==> src/rtl/cpu_io_bridge_pkg.sv <==
// Shared constants for the CPU I/O bridge: port width, outbound FIFO depth
// and the pointer-width helper used by the FIFO.
package io_bridge_pkg;

    localparam int IO_WIDTH      = 32;
    localparam int IO_FIFO_DEPTH = 4;

    // Pointer width for a power-of-two depth; never less than one bit.
    function automatic int ptr_width(input int depth);
        return (depth <= 2) ? 1 : $clog2(depth);
    endfunction

    localparam int IO_PTR_W = ptr_width(IO_FIFO_DEPTH);

endpackage

==> src/rtl/cpu_io_bridge_sync_fifo.sv <==
// First-word-fall-through synchronous FIFO. head_data shows the oldest word
// and reads as zero while empty; a push into a full FIFO lands only with a pop.
module sync_fifo
    import io_bridge_pkg::*;
#(
    parameter int WIDTH = IO_WIDTH,
    parameter int DEPTH = IO_FIFO_DEPTH
) (
    input  logic             CLK,
    input  logic             Reset,
    input  logic             push,
    input  logic [WIDTH-1:0] push_data,
    input  logic             pop,
    output logic [WIDTH-1:0] head_data,
    output logic             empty,
    output logic             full
);

    localparam int PTR_W = ptr_width(DEPTH);
    localparam logic [PTR_W-1:0] PTR_ONE    = PTR_W'(1);
    localparam logic [PTR_W:0]   CNT_ONE    = (PTR_W + 1)'(1);
    localparam logic [PTR_W:0]   FULL_COUNT = (PTR_W + 1)'(DEPTH);

    logic [WIDTH-1:0] mem [DEPTH];
    logic [PTR_W-1:0] wr_ptr;
    logic [PTR_W-1:0] rd_ptr;
    logic [PTR_W:0]   count;
    logic             do_push;
    logic             do_pop;

    assign empty = (count == '0);
    assign full  = (count == FULL_COUNT);

    // When full, the slot freed by a same-cycle pop is reused by the push.
    assign do_pop  = pop && !empty;
    assign do_push = push && (!full || do_pop);

    assign head_data = empty ? '0 : mem[rd_ptr];

    always_ff @(posedge CLK) begin
        if (Reset) begin
            wr_ptr <= '0;
            rd_ptr <= '0;
            count  <= '0;
        end else begin
            if (do_push) begin
                wr_ptr <= wr_ptr + PTR_ONE;
            end
            if (do_pop) begin
                rd_ptr <= rd_ptr + PTR_ONE;
            end
            case ({do_push, do_pop})
                2'b10:   count <= count + CNT_ONE;
                2'b01:   count <= count - CNT_ONE;
                default: count <= count;
            endcase
        end
    end

    always_ff @(posedge CLK) begin
        if (do_push && !Reset) begin
            mem[wr_ptr] <= push_data;
        end
    end

endmodule

==> src/rtl/cpu_io_bridge.sv <==
// Host-side endpoint for the core's memory-mapped I/O port pair: reports each
// change of cpu_out through a FIFO stream and holds the latest host word on cpu_in.
module cpu_io_bridge
    import io_bridge_pkg::*;
#(
    parameter int WIDTH = IO_WIDTH,
    parameter int DEPTH = IO_FIFO_DEPTH
) (
    input  logic             CLK,
    input  logic             Reset,
    input  logic [WIDTH-1:0] cpu_out,
    output logic [WIDTH-1:0] cpu_in,
    output logic [WIDTH-1:0] tx_data,
    output logic             tx_valid,
    input  logic             tx_ready,
    input  logic [WIDTH-1:0] rx_data,
    input  logic             rx_valid,
    output logic             rx_ready,
    output logic             overflow
);

    // Streams: a word moves at a rising edge where valid && ready; valid never
    // waits on ready, and data is stable while valid is high and not yet taken.

    logic [WIDTH-1:0] prev;
    logic             primed;
    logic             push;
    logic             pop;
    logic             fifo_empty;
    logic             fifo_full;

    assign push     = primed && (cpu_out != prev);
    assign pop      = tx_valid && tx_ready;
    assign tx_valid = !fifo_empty;
    assign rx_ready = !Reset;

    sync_fifo #(
        .WIDTH(WIDTH),
        .DEPTH(DEPTH)
    ) u_fifo (
        .CLK      (CLK),
        .Reset    (Reset),
        .push     (push),
        .push_data(cpu_out),
        .pop      (pop),
        .head_data(tx_data),
        .empty    (fifo_empty),
        .full     (fifo_full)
    );

    // The first edge out of reset only captures cpu_out, so the core's
    // power-on value is never reported as a change.
    always_ff @(posedge CLK) begin
        if (Reset) begin
            prev     <= '0;
            primed   <= 1'b0;
            overflow <= 1'b0;
            cpu_in   <= '0;
        end else begin
            prev   <= cpu_out;
            primed <= 1'b1;
            if (push && fifo_full && !pop) begin
                overflow <= 1'b1;
            end
            if (rx_valid && rx_ready) begin
                cpu_in <= rx_data;
            end
        end
    end

endmodule

==> config.mk <==
export PLATFORM = sky130hd
export DESIGN_NAME = cpu_io_bridge
export DESIGN_NICKNAME = d
export VERILOG_FILES = /design/src/rtl/cpu_io_bridge_pkg.sv /design/src/rtl/cpu_io_bridge_sync_fifo.sv /design/src/rtl/cpu_io_bridge.sv
export SDC_FILE = /design/constraint.sdc
export NUM_CORES = 1
export LEC_CHECK = 0
export CORE_ASPECT_RATIO = 1.1
export CORE_MARGIN = 4
export CORE_UTILIZATION = 45
export DETAILED_ROUTE_END_ITERATION = 12
export HOLD_SLACK_MARGIN = 0.03
export PLACE_DENSITY = 0.79
export SLEW_MARGIN = 15
export SYNTH_ARGS = -nofsm -noshare
export SYNTH_HDL_FRONTEND = slang
export SYNTH_HIERARCHICAL = 1
export SYNTH_SLANG_ARGS = --single-unit
==> constraint.sdc <==
create_clock -name CLK -period 4.6 [get_ports CLK]
set_clock_uncertainty 0.05 [all_clocks]
set_input_delay 0.92 -clock CLK [delete_from_list [all_inputs] [get_ports CLK]]
set_output_delay 0.92 -clock CLK [all_outputs]
set_load 0.02 [all_outputs]
After elaboration in Yosys (flattened, before gate mapping)
Memory sizes are Yosys's and may differ from the RTL's. A register that Yosys moved wholly into a read port is not among the register bits. Index checks and enable logic that the tools add are counted.

Output and inout bits: 67. Memory bits (writable): 128. Register bits after elaboration: 73. Memories kept: 1.

Muxes and demuxes: 7. Eq/ne operators: 4. Reductions and logical operators: 15. Add/sub/neg operators: 4.

Memory list: u_fifo.mem (words 4, bits a word 32, rd ports 1, clocked after memory_dff 1, write ports 1, RTL line cpu_io_bridge_sync_fifo.sv:24) `logic [WIDTH-1:0] mem [DEPTH];`.

Operator list (count): two-way mux 32 bit (1); != test 32 bit (1); logical AND 1 bit (8); case mux 3 bit (2 select lines) (1); adder 2 x 1 -> 2 bit, second input constant (2); logical NOT 1 bit (4); two-way mux 2 bit (2); adder 3 x 1 -> 3 bit, second input constant (1); equality test 3 bit, second input constant (1); logical NOT 3 bit (1); two-way mux 1 bit (3); subtractor 3 x 1 -> 3 bit, second input constant (1); equality test 2 x 1 -> 1 bit, second input constant (1); equality test 2 bit, second input constant (1); nonzero test 2 bit (1); logical OR 1 bit (1).

Depth between registers and ports, before layout
Word-level depth: 9. Depth in mapped cells: 12.

Modules after synthesis
The synthesis kept the hierarchy.

Modules (own cells, without submodules): sync_fifo (area an instance 5435.2 um2, cells an instance 269, instances 1, seq. area each 4023.9 um2); cpu_io_bridge (area an instance 2393.5 um2, cells an instance 222, instances 1, seq. area each 1321.3 um2).

Worst setup path before layout
Ideal clock, no wire load.

Kind: in2reg. Start: input cpu_out[10]. End: memory u_fifo/mem[1][0] (netlist bit), enable pin. Stages: 8. Arrival time: 4108 ps. Data required time: 4082 ps. Setup time: 468 ps. Slack: -26 ps. Cells stage by stage: xnor2_1 > nand4_1 > nor4_1 > nand2_1 > and2_2 > buf_6 > o21ai_0 > nor3b_1.

Cells in the longest elaborated chain, start to end: 6.

Ends and longest elaborated chain: start, declared (RTL line cpu_io_bridge.sv:11) `input logic [WIDTH-1:0] cpu_out,`; != test 32 bit (RTL line cpu_io_bridge.sv:32) `assign push = primed && (cpu_out != prev);`; logical AND 1 bit (RTL line cpu_io_bridge.sv:32); via push (RTL line cpu_io_bridge.sv:27) `logic push;`; logical AND 1 bit (RTL line cpu_io_bridge_sync_fifo.sv:36) `assign do_push = push && (!full || do_pop);`; logical AND 1 bit (RTL line cpu_io_bridge_sync_fifo.sv:61) `if (do_push && !Reset) begin`; two-way mux 1 bit (RTL line cpu_io_bridge_sync_fifo.sv:61); two-way mux 1 bit (implied by the code) (RTL line cpu_io_bridge_sync_fifo.sv:62) `mem[wr_ptr] <= push_data;`; end, declared (RTL line cpu_io_bridge_sync_fifo.sv:24).

The timed path passes the listed nets, and every way through them passes these cells.

Final worst setup path
Start: input cpu_out[30]. End: memory u_fifo/mem[0][24] (netlist bit), enable pin.

Same word-level chain as after synthesis.

==> results.md <==
* Hold EP: overflow
* Int Pwr at 0.00324 W
* R2r endpoint: u_fifo/mem[0][24]
* Max layer used: met4
* PwrDens at 411 mW/mm²
* TritonCTS clock tree: built
* Flop pwr share at 48.7%
* I/O pin total at 135
* Drt total wl at 16700 µm
* Placeable Area at 0.0171 mm²
* Synth top area share at 49.1%
* Max cap viols at 0
* Routed wl met2 at 8640 µm
* Startpoint types: input pin
* Synth Net Count at 564
* Hold-fix buffer count after cts at 0
* Clock root buffer master: clkbuf_16
* Flops & latches, synth at 203
* Switching Fraction at 22.2%
* Most common cell in the netlist: edfxtp_1
* Die area at 0.0196 mm²
* Number of H-tree levels at 1
* Worst path required time at 4.70 ns
* Largest net degree at the start of global routing at 44
* CP Class: in -> reg
* Vias/cell at 5.03
* All-Layer GR Usage at 17.2%
* IO buf count at 134
* Comb pwr share at 10.2%
* DR WL/cell at 19.0 µm
* Clk buf depth at 3
* DP HPWL at 11000 µm
* Die height at 146 µm
* CTS Buf Count at 20
* Number of global-route vias before repair at 4972
* Utilization after layout at 59.4%
* Synthesis warning total at 6
* R2R depth at 6
* Leak Pwr at 3.51 nW
* CP max FO at 23
* Synth top area cells: edfxtp_1 49%, dfxtp_1 19%, mux4_2 9.2%
* Power consumption at 0.00417 W
* Initial Util at 45.8%
* Placer congestion estimate at 0.745
* Hold wc startpoint: overflow
* Slew HR at 38.9%
* First-pass GRT wire length at 26600 µm
* Setup violators final at 0
* Mean Syn Cell Area at 15.9 µm²
* Status: completed
* Drt first pass iters at 4
* Via count at 4420
* Crit path capture type: flip-flop
* Worst Hold Class: reg -> reg
* Max Slew Vio Count at 0
* RSZ-0062 raised after global routing: no
* Power share of the clock group at 41.0%
* Post-route DRC at 0
* # clock sinks at 203
* Post-DP Area at 0.00944 mm²
* Area leader, netlist: edfxtp_1
* Ys async rst share at 0%
* Area growth, synth to finish at 29.6%
* Hold Vio Cnt, Final at 0
* Net count, final at 704
* Post-synth top cells: 128 x edfxtp_1, 75 x dfxtp_1, 55 x nor2b_1, 38 x nor2_1
* NetSw at 0.000928 W
* Worst R2R Setup Slack at 1.28 ns
* Area of the multi-input gates at 0.00234 mm²
* Postcts setup bufs at 0
* Worst-path clk slew at 0.06 ns
* M1 WL at 6580 µm
* Fmax at 0.259 GHz
* Grt ovf at 0
* Core Rows at 50
* Tmin final at 3.86 ns
* Post-CTS Resized at 0
* EDFF count, synth at 128
* Slew @ Worst Pin at 0.912 ns
* Layout cell share with drive strength beyond 1 at 14.0%
* Hold-critical path depth at 1
* Die Width at 134 µm
* Max VDD drop at 0.000354 V
* Filler Cell Count at 1251
* Seq/Total Area, Yosys at 68.3%
* Met3 wire len at 1180 µm
* Design area at 0.0101 mm²
* Period utilization at 83.9%
* Antenna violations before repair at 0
* Mapped Cells at 491
* Main synth FF type: edfxtp_1
* Library cells used by synthesis at 41
* Antenna viol nets, final at 0
* FF-to-FF Start: u_fifo/count[0]
* Post-Syn Area at 0.00783 mm²
* Register area at 0.00535 mm²
* 1st-iter DRT viols at 208
* Worst endpoint data arrival time at 3.96 ns
* Clock latency on the worst-skew pair at 0.50 ns
* N_diodes at 0
placed cells by master (no fill, tap or decap), types with 2 or more instances in the layout:
cell / n
clkbuf_1: 2
bufinv_16: 2
buf_4: 8
nor2_1: 38
nand3_1: 2
ha_1: 4
and2b_1: 10
xnor2_1: 33
xor2_1: 3
inv_6: 2
or2_2: 3
nand4_1: 8
o2111ai_1: 2
clkinv_4: 2
nand2b_1: 4
mux2i_1: 33
nor2b_1: 55
clkinv_2: 2
edfxtp_1: 128
clkbuf_8: 2
buf_12: 2
nand2_1: 3
mux4_2: 32
buf_2: 2
dfxtp_1: 74
nor4_1: 2
clkbuf_16: 22
clkdlybuf4s50_1: 132
inv_1: 8
nor3b_2: 4
registers in the layout (all words and copies together) (netlist names), named ones only:
signal	cells
u_fifo/rd_ptr	2
u_fifo/count	3
cpu_in	32
u_fifo/mem	128
primed	1
prev	32
u_fifo/wr_ptr	2
overflow	1
per-layer routing:
layer	track usage, %	vias up
met5	0	-
met4	4.32	0
met3	4.27	30
met2	31.1	152
met1	20.5	2179
li1	-	2059
stage by stage:
| step | instances | setup WS, ns | hold slack, ns | setup TNS [ns] |
|---|---|---|---|---|
| floorplan | 491 | -0.0263 | 0.431 | -2.82 |
| global placement | 843 | 0.328 | 0.403 | 0 |
| detailed placement | 843 | 0.188 | 0.430 | 0 |
| CTS | 879 | 0.738 | 0.446 | 0 |
| global route | 879 | 0.534 | 0.457 | 0 |
| finish | 879 | 0.740 | 0.440 | 0 |
layout make-up:
cell class,count,area share [%]
clock buffers,26,5.77
inverters,8,0.296
well taps,234,2.88
repair buffers,144,14.1
multi-input cells,254,23.0
clock inverters,10,1.26
flip-flops and latches,203,52.7
power by group through the flow:
stage	combinational [W]	sequential [W]	clock, W
global route	0.000462	0.00204	0.00182
floorplan	0.000204	0.00209	0
detailed placement	0.000431	0.00207	0
finish	0.000428	0.00203	0.00171
global placement	0.000420	0.00207	0
CTS	0.000435	0.00203	0.00174
worst max-delay path by stage:
stage	start	slack (ns)	endpoint	cells after the start
after floorplan	cpu_out[10]	-0.03	u_fifo/mem[1][0]	8
after global placement	cpu_out[22]	0.33	u_fifo/mem[0][24]	9
after detailed placement	cpu_out[22]	0.19	u_fifo/mem[1][24]	9
after CTS	cpu_out[22]	0.74	u_fifo/mem[1][29]	9
after global routing	cpu_out[22]	0.53	u_fifo/mem[0][28]	9
final	cpu_out[30]	0.74	u_fifo/mem[0][24]	9
logic make-up after synthesis:
group           Yosys count  share of synthesized area (%)
fa+ha+maj                 5                          0.895
compound gates           13                           1.25
xor+xnor                 36                           4.03
buf+inv                  34                           2.14
flops                   203                           68.3
mux                      66                           13.6
simple gates            134                           9.80
critical path: stages:
cell	delay (ns)
clkdlybuf4s50_1	0.54
xnor2_1	0.19
nand4_1	0.18
nor4_1	0.10
nand2_1	0.10
and2_2	0.27
o21ai_0	0.32
nor3b_2	0.83
buf_4	0.49
(Power assumes the default switching activity.)
